<file path="src/rtl/decade_pkg.sv">
// decade_pkg: output code selectors, digit limits and the per-digit encoder
package decade_pkg;
  localparam int CODE_8421 = 0;
  localparam int CODE_2421 = 1;
  localparam int CODE_XS3 = 2;
  localparam logic [3:0] DIGIT_MAX = 4'd9;
  localparam logic [3:0] DIGIT_MIN = 4'd0;
  function automatic logic [3:0] encode_digit(input logic [3:0] value, input int code);
    return code == CODE_2421 ? (value > 4'd4 ? value + 4'd6 : value) :
           code == CODE_XS3  ? value + 4'd3 : value;
  endfunction
endpackage

</file>
<file path="src/rtl/decade_digit.sv">
// decade_digit: one binary 0-9 digit cell with load, up/down step and carry/borrow out
module decade_digit
  import decade_pkg::*;
(
  input  logic       CLK,
  input  logic       RESET,
  input  logic       load,
  input  logic [3:0] load_val,
  input  logic       cin,
  input  logic       up,
  output logic [3:0] value,
  output logic       cout
);
  logic at_lim;
  assign at_lim = up ? value == DIGIT_MAX : value == DIGIT_MIN;
  assign cout = cin & at_lim;
  always_ff @(posedge CLK)
    if (RESET) value <= DIGIT_MIN;
    else if (load) value <= load_val > DIGIT_MAX ? DIGIT_MIN : load_val;
    else if (cin) value <= at_lim ? (up ? DIGIT_MIN : DIGIT_MAX) : (up ? value + 4'd1 : value - 4'd1);
endmodule

</file>
<file path="src/rtl/multi_digit_decade_counter.sv">
// multi_digit_decade_counter: DIGITS-digit decade counter with coded output.
// Define DECADE_UPDOWN_EN to add the UP port and down counting.
module multi_digit_decade_counter
  import decade_pkg::*;
#(
  parameter int DIGITS = 4,
  parameter int CODE = 1
) (
  input  logic                CLK,
  input  logic                RESET,
  input  logic                EN,
  input  logic                LOAD,
  input  logic [4*DIGITS-1:0] LOAD_VAL,
`ifdef DECADE_UPDOWN_EN
  input  logic                UP,
`endif
  output logic [4*DIGITS-1:0] out,
  output logic                tc
);
  logic up;
  logic [DIGITS:0] carry;
`ifdef DECADE_UPDOWN_EN
  assign up = UP;
`else
  assign up = 1'b1;
`endif
  assign carry[0] = EN;
  assign tc = carry[DIGITS] & ~LOAD & ~RESET;
  for (genvar d = 0; d < DIGITS; d++) begin : g_digit
    logic [3:0] value;
    decade_digit u_digit (
      .CLK(CLK), .RESET(RESET), .load(LOAD), .load_val(LOAD_VAL[4*d+:4]),
      .cin(carry[d]), .up(up), .value(value), .cout(carry[d+1])
    );
    assign out[4*d+:4] = encode_digit(value, CODE);
  end
endmodule
</file>
<file path="config.mk">
export PLATFORM = sky130hd
export DESIGN_NAME = multi_digit_decade_counter
export DESIGN_NICKNAME = d
export VERILOG_FILES = /design/src/rtl/decade_pkg.sv /design/src/rtl/decade_digit.sv /design/src/rtl/multi_digit_decade_counter.sv
export SDC_FILE = /design/constraint.sdc
export NUM_CORES = 1
export LEC_CHECK = 0
export BUFFER_PORTS_ARGS = -buffer_cell sky130_fd_sc_hd__buf_2
export CORE_UTILIZATION = 44
export CTS_CLUSTER_DIAMETER = 120
export DETAILED_ROUTE_END_ITERATION = 16
export GPL_ROUTABILITY_DRIVEN = 0
export PLACE_DENSITY = 0.65
export SLEW_MARGIN = 25
export SYNTH_ARGS = -nofsm -noshare
export SYNTH_HDL_FRONTEND = slang
export SYNTH_SLANG_ARGS = --single-unit
</file>
<file path="constraint.sdc">
create_clock -name CLK -period 2.5 [get_ports CLK]
set_clock_uncertainty 0.05 [all_clocks]
set_input_delay 0.5 -clock CLK [delete_from_list [all_inputs] [get_ports CLK]]
set_output_delay 0.5 -clock CLK [all_outputs]
set_load 0.01 [all_outputs]
</file>
==> results by group <==
Flow run
  – Max Cap Viol: 0

Status
  – Outcome: finished, final reports clean

Detailed routing
  – Vias post-DR: about 1500
  – Drt total wl: 3310 microns
  – First drt pass iteration count: 4
  – Wire per inst: between 10 and 15 microns
  – DRC viols: 0
  – Initial drt markers: 83
  – DR vias/cell: 5.65
  – Post-route ant nets: 0

Placed design
  – Area after DPL: approximately 0.0016 sq mm
  – DP Cell Count: 253
  – PortBufs: 36
  – HPWL Detailed: ~2500 microns

Yosys
  – Commonest cells post-synth: a21oi_1, dfxtp_1, nor2_1
  – Post-Syn Instances: roughly 190
  – Post-Synthesis Mean Instance Area: 7.63 sq um
  – Post-synth top area share: 0.223
  – Number of enable flip-flop cells after synthesis: 0
  – Syn nets: roughly 220
  – Top_reg_cell synth: dfxtp_1
  – Synth unique cells: 47
  – Post-synth top area cell: dfxtp_1
  – Async SR Flop Fraction: 0
  – Synth top area cells: dfxtp_1, a21oi_1, ha_1
  – Sequential share of the synthesized area: 0.223
  – Top-count cell post-synth: a21oi_1
  – Yosys warnings: 0
  – Flops & latches, synth: 16
  – Synthesized area: around 0.0014 sq mm

Finish
  – Share of cells above drive strength 1: 0.235
  – Design area: around 0.0016 sq mm
  – # fillers: 310
  – Finished Core Util: 0.526
  – Synthesis-to-layout area growth: 13.0%
  – Top Registers: g_digit.u_digit.value (16)
  – Layout Nets: 242
  – Multi-input logic area: about 980 sq um
  – Ant diodes: 0
  – Non-Filler Instances: roughly 260
  – Biggest register: g_digit.u_digit.value
  – FF+latch area: about 320 sq um
  – Max FFs per register: 16

CTS
  – Worst-path clk slew: roughly 0.11 ns
  – CTS tree: built
  – Resized Gates After CTS: 0
  – Worst-skew pair later-pin latency: 0.30 ns
  – Root buf cell: clkbuf_4
  – H-Tree Depth: 1
  – CTS sink cnt: 16
  – CTS Hold Buffers Added: 0
  – Post-CTS setup buffer count: 0
  – CTS Buffer Depth: 2
  – Num CTS Buffers: 3

GRT
  – Gr ovfl total: 0
  – Global-route wire length before repair: ~5500 microns
  – Vias in the first global route: about 1300
  – Tot GR Track Use: 0.203
  – Initial antenna violation count: 0
  – Pin count of the biggest net entering global routing: 17

Min path
  – Hold Path Class: in2reg
  – Hold path endpoint: g_digit[2].u_digit.value[0]
  – Worst hold stages: 3
  – HP Start: LOAD_VAL[8]

Timing
  – RSZ-0062 raised after global routing: no
  – Crit share post-route: 0.908
  – Final setup violation count: 0
  – F_max: around 440 MHz
  – Count of pins over their slew limit: 0
  – Setup_tns: 0 ns
  – Minimum clock period: between 2 and 2.5 ns
  – Endpoints failing hold: 0
  – Slew @ Worst Pin: about 0.57 ns
  – Max_slew headroom: 0.622

Critical path
  – R2R cell count: 4
  – Worst-path maximum fanout: 11
  – Reg2reg setup slack: 0.75 ns
  – CP Launch Type: register
  – Worst path cell trace: and4bb_4 > nand3_1 > nor3_1 > buf_2
  – CP Capture Type: primary output
  – Crit-path slowest cell: dfxtp_1
  – Worst EP arrival: approximately 1.7 ns
  – RR Startpoint: g_digit[0].u_digit.value[3]
  – Max incr delay on CP: between 0.5 and 0.6 ns
  – FF-to-FF End: g_digit[3].u_digit.value[2]
  – Kind of critical path: reg2out
  – Crit path required time: a little under 2 ns

Die
  – # IOs: 37
  – Area of the core: 0.00308 sq mm
  – DIE HEIGHT: 59.1 microns
  – FP Rows: 20
  – Die Wd: 59.1 microns
  – Initial Util: 0.466
  – Full die area: 0.00349 sq mm

Pwr
  – P_leak: around 0.74 nW
  – Pwr Density: about 390 mW/mm^2
  – VDD IR-drop max: 282 uV
-- through the flow --
step           setup WS (ns)  power, mW  hold WS [ns]
6_report               0.230      0.635         0.368
2_1_floorplan          0.584      0.406         0.471
3_5_place_dp           0.417      0.454         0.504
4_1_cts                0.222      0.633         0.373
3_3_place_gp           0.479      0.449         0.528
5_1_grt                0.106      0.668         0.374
-- placed cells by master (no fill, tap or decap), types with 3 or more instances in the layout --
cell type / count
o21ai_0: 11
buf_2: 36
nor2_1: 16
a211oi_1: 6
or3_1: 4
dfxtp_1: 16
nand4_1: 3
ha_1: 8
o211ai_1: 3
o21a_1: 4
xnor2_1: 4
nor3_1: 6
nand3b_1: 3
nand2_1: 12
a21o_1: 4
clkbuf_4: 3
a21oi_1: 20
inv_1: 12
nand3_1: 6
a31oi_1: 4
-- how the worst max path moves through the flow --
stage,startpoint,end,slack (ns),depth (start not counted)
5_1_grt,g_digit[1].u_digit.value[0],tc,0.11,4
3_3_place_gp,EN,tc,0.48,5
6_report,g_digit[1].u_digit.value[0],tc,0.23,4
2_1_floorplan,LOAD,tc,0.58,4
4_1_cts,g_digit[1].u_digit.value[0],tc,0.22,4
3_5_place_dp,RESET,tc,0.42,5
-- logic make-up (layout without fill, tap and decap cells) --
| logic type | Yosys count | in the layout | share of synthesized area |
|---|---|---|---|
| and+or+nand+nor | 68 | 68 | 0.291 |
| AOI/OAI and AO/OA | 62 | 62 | 0.283 |
| buffers and inverters | 28 | 53 | 0.0960 |
| DFF | 16 | 16 | 0.223 |
| adders and majority gates | 8 | 8 | 0.0698 |
| xor gates and xnor gates | 6 | 6 | 0.0366 |
-- power breakdown --
group          total (mW)  switching [mW]  internal, mW
sequential          0.299          0.0310         0.268
clock               0.186          0.0974        0.0888
combinational       0.150          0.0816        0.0684
total               0.635           0.210         0.425
-- cell type report --
cell class,count,area share
multi-input combinational,144,0.602
sequential,16,0.198
timing repair buffer,37,0.116
tap,44,0.0340
inverter,12,0.0278
clock buffer,4,0.0224
-- critical path, delay by kind of cell, from the launching register on --
family / cells / cell delay [ns]
AND/OR/NAND/NOR: 3 / 0.73
flip-flops: 1 / 0.54
buffers and inverters: 1 / 0.16
-- metal layers --
layer / vias up / wire length (microns) / GRT usage
li1: 734 / - / -
met1: 670 / 1570 / 0.269
met2: 44 / 1540 / 0.339
met3: 4 / 185 / 0.0218
met4: 0 / 24 / 0.0748
met5: - / 0 / 0
(Power assumes the default switching activity.)
